===== config.mk =====
export PLATFORM = sky130hd
export DESIGN_NAME = uart_tx_flat
export DESIGN_NICKNAME = d
export VERILOG_FILES = /design/src/rtl/uart_pkg.sv /design/src/rtl/uart_tx_if.sv /design/src/rtl/uart_tx_fifo.sv /design/src/rtl/uart_tx.sv /design/src/flat_wrapper.sv
export SDC_FILE = /design/constraint.sdc
export NUM_CORES = 1
export LEC_CHECK = 0
export BUFFER_PORTS_ARGS = -buffer_cell sky130_fd_sc_hd__buf_2
export CAP_MARGIN = 40
export CORE_AREA = 3 3 83 85
export CTS_BUF_LIST = sky130_fd_sc_hd__clkbuf_4
export DETAILED_ROUTE_END_ITERATION = 7
export DIE_AREA = 0 0 86 88
export PLACE_DENSITY = 0.73
export SETUP_SLACK_MARGIN = 0.1
export SKIP_CTS_REPAIR_TIMING = 1
export SLEW_MARGIN = 20
export SYNTH_ARGS = -nofsm -noshare
export SYNTH_HDL_FRONTEND = slang
export SYNTH_SLANG_ARGS = --single-unit

===== constraint.sdc =====
create_clock -name clock -period 1.8 [get_ports clock]
set_input_delay 0.18 -clock clock [delete_from_list [all_inputs] [get_ports clock]]
set_output_delay 0.18 -clock clock [all_outputs]
set_load 0.02 [all_outputs]

===== src/rtl/uart_pkg.sv =====
// Shared UART definitions: frame FSM states and the default baud divider,
// so the transmitter and receiver agree on bit timing.
package uart_pkg;

  localparam int DATA_BITS            = 8;
  localparam int CLKS_PER_BIT_DEFAULT = 104;  // 12 MHz / 115200

  typedef enum logic [1:0] {
    IDLE  = 2'd0,
    START = 2'd1,
    DATA  = 2'd2,
    STOP  = 2'd3
  } uart_state_t;

endpackage


===== src/rtl/uart_tx_if.sv =====
// Byte push handshake between the CPU-side bus and the UART transmitter.
interface uart_tx_if;
  import uart_pkg::*;

  logic [DATA_BITS-1:0] txData;
  logic                 txValid;
  logic                 txReady;

  modport master (output txData, output txValid, input txReady);
  modport slave  (input txData, input txValid, output txReady);
endinterface


===== src/rtl/uart_tx_fifo.sv =====
// Synchronous byte FIFO; pointers carry one extra wrap bit so full and empty
// are told apart by comparing the MSBs.
module uart_tx_fifo #(
  parameter int DEPTH = 4,
  parameter int WIDTH = 8
) (
  input  logic             clock,
  input  logic             reset,
  input  logic             push,
  input  logic [WIDTH-1:0] push_data,
  input  logic             pop,
  output logic [WIDTH-1:0] head,
  output logic             full,
  output logic             empty
);
  localparam int AW = $clog2(DEPTH);
  localparam logic [AW:0] PTR_ONE = (AW+1)'(1);

  logic [AW:0]      wr_ptr;
  logic [AW:0]      rd_ptr;
  logic [WIDTH-1:0] mem [DEPTH];

  always_ff @(posedge clock or negedge reset) begin
    if (!reset) begin
      wr_ptr <= '0;
      rd_ptr <= '0;
    end else begin
      if (push && !full)  wr_ptr <= wr_ptr + PTR_ONE;
      if (pop  && !empty) rd_ptr <= rd_ptr + PTR_ONE;
    end
  end

  // Storage needs no reset; only the pointers define what is valid.
  always_ff @(posedge clock) begin
    if (push && !full) mem[wr_ptr[AW-1:0]] <= push_data;
  end

  assign head  = mem[rd_ptr[AW-1:0]];
  assign empty = (wr_ptr == rd_ptr);
  assign full  = (wr_ptr[AW] != rd_ptr[AW]) && (wr_ptr[AW-1:0] == rd_ptr[AW-1:0]);

endmodule


===== src/rtl/uart_tx.sv =====
// 8N1 UART transmitter, LSB first, idle-high line, fed from a small byte FIFO.
//   state | meaning
//   IDLE  | line high, waiting for a queued byte
//   START | start bit (line low) for one bit period
//   DATA  | eight data bits, shift[0] on the line
//   STOP  | stop bit (line high); chains straight into START if more queued
module uart_tx
  import uart_pkg::*;
#(
  parameter int CLKS_PER_BIT = CLKS_PER_BIT_DEFAULT,
  parameter int FIFO_DEPTH   = 4
) (
  input  logic     clock,
  input  logic     reset,
  uart_tx_if.slave tx,
  output logic     uartTxPin,
  output logic     busy,
  output logic     fin
);
  localparam int TW = $clog2(CLKS_PER_BIT);
  localparam int IW = $clog2(DATA_BITS);
  localparam logic [TW-1:0] TIMER_LAST = TW'(CLKS_PER_BIT - 1);
  localparam logic [TW-1:0] TIMER_ONE  = TW'(1);
  localparam logic [IW-1:0] IDX_LAST   = IW'(DATA_BITS - 1);
  localparam logic [IW-1:0] IDX_ONE    = IW'(1);

  uart_state_t          state_q, state_d;
  logic [TW-1:0]        timer_q, timer_d;
  logic [IW-1:0]        idx_q, idx_d;
  logic [DATA_BITS-1:0] shift_q, shift_d;
  logic                 pin_q, pin_d;

  logic                 fifo_pop;
  logic [DATA_BITS-1:0] fifo_head;
  logic                 fifo_full;
  logic                 fifo_empty;
  logic                 bit_end;

  uart_tx_fifo #(
    .DEPTH (FIFO_DEPTH),
    .WIDTH (DATA_BITS)
  ) u_fifo (
    .clock     (clock),
    .reset     (reset),
    .push      (tx.txValid && tx.txReady),
    .push_data (tx.txData),
    .pop       (fifo_pop),
    .head      (fifo_head),
    .full      (fifo_full),
    .empty     (fifo_empty)
  );

  // Ready depends only on the registered pointers, never on txValid.
  assign tx.txReady = !fifo_full;
  assign bit_end    = (timer_q == TIMER_LAST);

  always_ff @(posedge clock or negedge reset) begin
    if (!reset) begin
      state_q <= IDLE;
      timer_q <= '0;
      idx_q   <= '0;
      shift_q <= '0;
      pin_q   <= 1'b1;
    end else begin
      state_q <= state_d;
      timer_q <= timer_d;
      idx_q   <= idx_d;
      shift_q <= shift_d;
      pin_q   <= pin_d;
    end
  end

  // The pin flop is loaded with the level of the upcoming cycle, so the
  // line changes on the same edge as the state it belongs to.
  always_comb begin
    state_d  = state_q;
    timer_d  = timer_q + TIMER_ONE;
    idx_d    = idx_q;
    shift_d  = shift_q;
    pin_d    = pin_q;
    fifo_pop = 1'b0;
    case (state_q)
      IDLE: begin
        timer_d = '0;
        pin_d   = 1'b1;
        if (!fifo_empty) begin
          fifo_pop = 1'b1;
          shift_d  = fifo_head;
          state_d  = START;
          pin_d    = 1'b0;
        end
      end
      START: begin
        if (bit_end) begin
          timer_d = '0;
          idx_d   = '0;
          state_d = DATA;
          pin_d   = shift_q[0];
        end
      end
      DATA: begin
        if (bit_end) begin
          timer_d = '0;
          if (idx_q == IDX_LAST) begin
            state_d = STOP;
            pin_d   = 1'b1;
          end else begin
            shift_d = shift_q >> 1;
            idx_d   = idx_q + IDX_ONE;
            pin_d   = shift_q[1];
          end
        end
      end
      STOP: begin
        if (bit_end) begin
          timer_d = '0;
          if (!fifo_empty) begin
            fifo_pop = 1'b1;
            shift_d  = fifo_head;
            state_d  = START;
            pin_d    = 1'b0;
          end else begin
            state_d = IDLE;
            pin_d   = 1'b1;
          end
        end
      end
      default: begin
        state_d = IDLE;
        timer_d = '0;
        pin_d   = 1'b1;
      end
    endcase
  end

  assign uartTxPin = pin_q;
  assign fin       = (state_q == STOP) && bit_end;
  assign busy      = (state_q != IDLE) || !fifo_empty;

endmodule


===== src/flat_wrapper.sv =====
// flat-port wrapper written by rule: the top's interface ports become plain ports
module uart_tx_flat import uart_pkg::*;
#(
  parameter int CLKS_PER_BIT = CLKS_PER_BIT_DEFAULT,
  parameter int FIFO_DEPTH   = 4
)
  (clock, reset, uartTxPin, busy, fin, tx_txData, tx_txValid, tx_txReady);
  uart_tx_if tx_i ();
  input  logic clock;
  input  logic reset;
  output logic uartTxPin;
  output logic busy;
  output logic fin;
  input wire logic [$bits(tx_i.txData)-1:0] tx_txData;
  input wire logic [$bits(tx_i.txValid)-1:0] tx_txValid;
  output wire logic [$bits(tx_i.txReady)-1:0] tx_txReady;
  assign tx_i.txData = tx_txData;
  assign tx_i.txValid = tx_txValid;
  assign tx_txReady = tx_i.txReady;
  uart_tx #(.CLKS_PER_BIT(CLKS_PER_BIT), .FIFO_DEPTH(FIFO_DEPTH)) u_core (.clock(clock), .reset(reset), .tx(tx_i), .uartTxPin(uartTxPin), .busy(busy), .fin(fin));
endmodule

# Yosys cells after proc, flatten, opt, wreduce, memory -nomap -nowiden
# Memory sizes are Yosys's and may differ from the RTL's.
# Index checks and enable logic that the tools add are counted.
# word_totals
ram_bits	32
out_inout_bits	4
memories	1
elab_cells	72
regBits	27
# classes
n_mux	29
n_reduce_logical	17
eq_ne	14
n_addsub	4
# mem_list
name	words	word_bits	rd	rd_ports_with_merged_regs	write_ports	line	text
u_core.u_fifo.mem	4	8	1	0	1	uart_tx_fifo.sv:21	logic [WIDTH-1:0] mem [DEPTH];
# ops
cell	n
$mux 8	4
$pmux 8 s3	1
$pmux 7 s2	1
$mux 1	10
$mux 2	5
$add 3x1->3 const B	3
$mux 3	3
$ne 2x1->1 const B	4
$pmux 2 s4	1
$reduce_and 4->1	2
$add 7x1->7 const B	1
$eq 7x7->1 const B	1
$mux 7	1
$pmux 3 s2	1
$logic_and 1x1->1	5
$reduce_and 5->1	1
$eq 2x2->1 const B	2
$ne 2x2->1 const B	2
$pmux 1 s4	1
$reduce_bool 2->1	2
$eq 3x3->1	1
$eq 3x3->1 const B	1
$reduce_and 3->1	1
$reduce_bool 3->1	1
other kinds (8)	9

# Logic depth before layout (Yosys ltp)
# logic_depth
ltp_word	7
depth_mapped	7
ltp_nobuf	6

# Hierarchy
# Synthesis repeated with hierarchy kept, for this count alone.
# unflattened
hier_cells	202
hier_area_um2	2922.8
# modules_own_cells
mod	cells_each	instances	area_per_inst_um2
uart_tx_fifo	93	1	1684.1
uart_tx	109	1	1238.7

# Least setup slack after synthesis
# Ideal clock, no wire load.
# synth_path
path_type	register to register
from	register u_core.state_q[0]
to	register u_core.state_q[1]
t_arrival_ns	1.711
required_ns	1.672
path_stages_with_launch	8
setup_slack_ns	-0.038
n_path_buf	1
setup_time_ns	0.128
cell_sequence	dfrtp_1 > inv_1 > ha_1 > clkbuf_1 > nor3_2 > a31oi_1 > a21oi_2 > mux2_1
# synth_between
elab_chain_cells	3
word_cells_on_any_way	11
classes_between	8 x eq/ne; 1 x mux; 2 x reduce/logical
# synth_rtl
item	line	text
start, declared	uart_tx.sv:27	uart_state_t state_q, state_d;
start signal, assigned	uart_tx.sv:65	state_q <= state_d;
$eq 2x2->1 (tied with other cells)	uart_tx.sv:82	case (state_q)
$ne 2x1->1 (no source line) / $ne 2x2->1 (equally long branches)	-	
$reduce_and 5->1 (no source line)	-	
# Parallel ways exist; a longest one is shown, timed or not.
# A chain may end at the register's enable or synchronous reset.

# Worst setup path in the final report
# layout_path
from	register u_core.u_fifo.rd_ptr[2]
to	output busy
# layout_between
elab_chain_cells	3
# layout_rtl
item	line	text
start, declared	uart_tx_fifo.sv:20	logic [AW:0] rd_ptr;
start signal, assigned	uart_tx_fifo.sv:29	if (pop && !empty) rd_ptr <= rd_ptr + PTR_ONE;
$eq 3x3->1	uart_tx_fifo.sv:39	assign empty = (wr_ptr == rd_ptr);
$logic_not 1->1	-	
$logic_or 1x1->1	uart_tx.sv:138	assign busy = (state_q != IDLE) || !fifo_empty;
end, declared	flat_wrapper.sv:12	output logic busy;
# No other way between the ends.

==> flow_metrics.tcl <==
set metrics [dict create \
    multiInputGateArea_mm2 0.00122 \
    drv_cap 0 \
    clkTransAtPathRegs_ns 0.11 \
    startpoint_type "flop" \
    reg2regPathDepth 6 \
    io_pins 15 \
    cts.htree.levels 3 \
    area_growth_pct 27.1 \
    critPathArrivalTime_ns 1.66 \
    final_area_mm2 0.00356 \
    fp.dieH_um 88 \
    place_area_mm2 0.00309 \
    gp_congestion 0.759 \
    power_density_mw_per_mm2 1690 \
    cpPeakStageDelay_ns 0.44 \
    diodes 0 \
    min_period_over_period 1.02 \
    rsz0062_at_grt "yes" \
    syn_area_mm2 0.00280 \
    initial_core_util 0.446 \
    synth-seq-area-share 0.585 \
    end_kind "primary output" \
    num-fill-cells 496 \
    root_buffer "clkbuf_4" \
    totalWireLength_um 5150 \
    critical_path_class "reg2out" \
    gr-total-overflow 0 \
    critPathSlowestCell "dfrtp_1" \
    grt_pass1_vias 1670 \
    drive_gt1_frac 0.437 \
    ys.flop_type "edfxtp_1" \
    routed_wire_length_per_instance_um 15.6 \
    critPathRequiredTime_ns 1.62 \
    dieArea_mm2 0.00757 \
    critical_path_buf_inv_count 2 \
    synth_common_cells "edfxtp_1 (32), dfrtp_1 (26), ha_1 (13)" \
    postRouteAntennaNets 0 \
    rows 29 \
    setup_viol 9 \
    firstDrtPassIters 4 \
    synth_top_area_cell "edfxtp_1" \
    async_reset_ff_frac 0.458 \
    worstHoldPathCells 4 \
    design.core.area_mm2 0.00628 \
    chipWidth_um 86 \
    drt-initial-drc-count 79 \
    worstReg2RegStart "u_core.state_q[1]$_DFFE_PN0P_" \
    hpwl_um 3230 \
    syn-num-nets 216 \
    slew_headroom 0.589 \
    rr_endpoint "u_core.shift_q[0]$_DFFE_PN0P_" \
    holdCritPathClass "in2reg" \
    hold_viol 0 \
    fin_tns_setup_ns -0.135 \
    timing.final.ws_setup_ns -0.0438 \
    report.final.slew_viol_count 0 \
    dpl_worst_slack_ns -0.00989 \
    final_nets 273 \
    portBuffers 14 \
    avgSynthCellArea_um2 14.6 \
    grt_pass1_wl_um 8250 \
    crit_top_cell "buf_6" \
    cts_sinks 59 \
    drc 0 \
    status "finished, violations left" \
    rrSetupSlack_ns -0.02 \
    yosys_warnings 0 \
    via_per_inst 5.29 \
    yosys.area.top_type_share 0.343 \
    final_core_util 0.567 \
    worstMarginPinSlew_ns 0.617 \
    critical-path-top-delay-family "flip-flops" \
    yosysMostFrequentCell "edfxtp_1" \
    track_usage 0.144 \
    crit_chain "xor2_2 > nor3_4 > buf_6 > nand2_4 > buf_6" \
    clock_latency_ns 0.41 \
    finClkSkew_ns 0.0102 \
    cts_buffers 9 \
    irDropWorstVdd_uv 795 \
    hold_end "u_core.u_fifo.wr_ptr[0]$_DFFE_PN0P_" \
    netlist_instances 192 \
    leakagePower_nw 1.41 \
    antenna_found_initial 0 \
    via_count 1751 \
    yosys-top-cells-area "edfxtp_1 (34%), dfrtp_1 (23%), ha_1 (5.8%), mux4_2 (5.6%), o221a_2 (2.8%)" \
    cts_tree "built" \
    min_period_ns 1.84 \
    cts.path.max_buffers 2 \
    regArea_mm2 0.00164 \
    fmax_ghz 0.542 \
    grt_max_degree 28 \
    crit_fanout 5 \
    violations "setup timing" \
    synth_cell_type_count 49 \
    hold_ws_ns 0.162 \
    synth_edf_count 32 \
    hp-start "tx_txValid" \
    ys_seq_elements 59 \
]
-- placed cells by master (no fill, tap or decap), drive strengths merged --
| master | netlist | layout |
|---|---|---|
| edfxtp | 32 | 32 |
| mux2 | 2 | 2 |
| o31ai | 2 | 2 |
| a21oi | 2 | 2 |
| nor2b | 1 | 1 |
| clkinv | 0 | 3 |
| or3 | 7 | 7 |
| mux4 | 8 | 8 |
| xnor2 | 6 | 6 |
| mux2i | 1 | 1 |
| ha | 13 | 13 |
| dlygate4sd3 | 0 | 9 |
| nor3 | 6 | 6 |
| xor2 | 7 | 7 |
| nor4b | 1 | 1 |
| o221a | 7 | 7 |
| nand3 | 7 | 7 |
| or2 | 1 | 1 |
| and2 | 5 | 5 |
| inv | 8 | 11 |
| nand3b | 1 | 1 |
| a31oi | 4 | 4 |
| clkbuf | 3 | 9 |
| o21ai | 9 | 9 |
| nor3b | 5 | 5 |
| a22o | 3 | 3 |
| dfstp | 1 | 1 |
| a2bb2oi | 1 | 1 |
| nor2 | 4 | 4 |
| o221ai | 1 | 1 |
| a211oi | 1 | 1 |
| dfrtp | 26 | 26 |
| clkinvlp | 0 | 1 |
| nand2 | 8 | 8 |
| and3 | 3 | 3 |
| buf | 5 | 45 |
| nand2b | 1 | 1 |
-- worst reg2reg max path, delay by kind of cell, from the launching register on --
kind | cells | cell delay, ns
and+or+nand+nor | 2 | 0.66
DFF | 1 | 0.44
adders and majority gates | 1 | 0.23
AOI/OAI and AO/OA | 2 | 0.23
buffers and inverters | 1 | 0.15
-- metal layers --
layer	wire length (um)	track usage	up-vias
li1	-	-	843
met1	2310	0.185	867
met2	2540	0.221	34
met3	232	0.0602	7
met4	72	0.0518	0
met5	0	0	-
-- through the flow --
stage | cells | total power [W]
global route | 331 | 0.00646
finish | 331 | 0.00601
CTS | 307 | 0.00542
global placement | 291 | 0.00452
floorplan | 192 | 0.00395
detailed placement | 291 | 0.00458
-- area by class of cell --
type / count / area share
inverter: 8 / 0.00844
timing repair buffer: 54 / 0.126
multi-input combinational: 117 / 0.344
clock buffer: 9 / 0.0190
sequential: 59 / 0.461
tap: 77 / 0.0271
clock inverter: 7 / 0.0144
-- worst max path at each step --
stage / start / endpoint / slack, ns / cells past startpoint
6_report: u_core.u_fifo.rd_ptr[2]$_DFFE_PN0P_ / busy / -0.04 / 5
3_5_place_dp: u_core.state_q[1]$_DFFE_PN0P_ / u_core.state_q[1]$_DFFE_PN0P_ / -0.01 / 6
4_1_cts: u_core.timer_q[0]$_DFF_PN0_ / fin / -0.24 / 5
5_1_grt: u_core.u_fifo.rd_ptr[2]$_DFFE_PN0P_ / busy / -0.15 / 5
3_3_place_gp: u_core.state_q[1]$_DFFE_PN0P_ / u_core.shift_q[0]$_DFFE_PN0P_ / 0.06 / 6
2_1_floorplan: u_core.idx_q[0]$_DFFE_PN0P_ / u_core.state_q[1]$_DFFE_PN0P_ / 0.10 / 7
-- cells by family (layout without fill, tap and decap cells) --
logic type                 count (synthesis)  in the layout  synth area share
muxes                                     11             11            0.0773
xor gates and xnor gates                  13             13            0.0433
and+or+nand+nor                           50             50             0.115
adders and majority gates                 13             13            0.0581
DFF                                       59             59             0.585
AOI/OAI and AO/OA                         30             30            0.0933
buffers and inverters                     16             78            0.0281
-- sequential cells by signal, summed over array words and instances, names as in the netlist --
| signal | flops |
|---|---|
| u_core.u_fifo.wr_ptr | 3 |
| u_core.state_q | 2 |
| u_core.uartTxPin | 1 |
| u_core.u_fifo.mem | 32 |
| u_core.idx_q | 3 |
| u_core.shift_q | 8 |
| u_core.timer_q | 7 |
| u_core.u_fifo.rd_ptr | 3 |
-- where the power goes --
part	switching [W]	total (W)	internal (W)
Sequential	0.000272	0.00215	0.00187
Combinational	0.00143	0.00303	0.00160
Clock	0.000535	0.000827	0.000293
Total	0.00224	0.00601	0.00377
No activity file was read; power rests on OpenSTA's default activity.
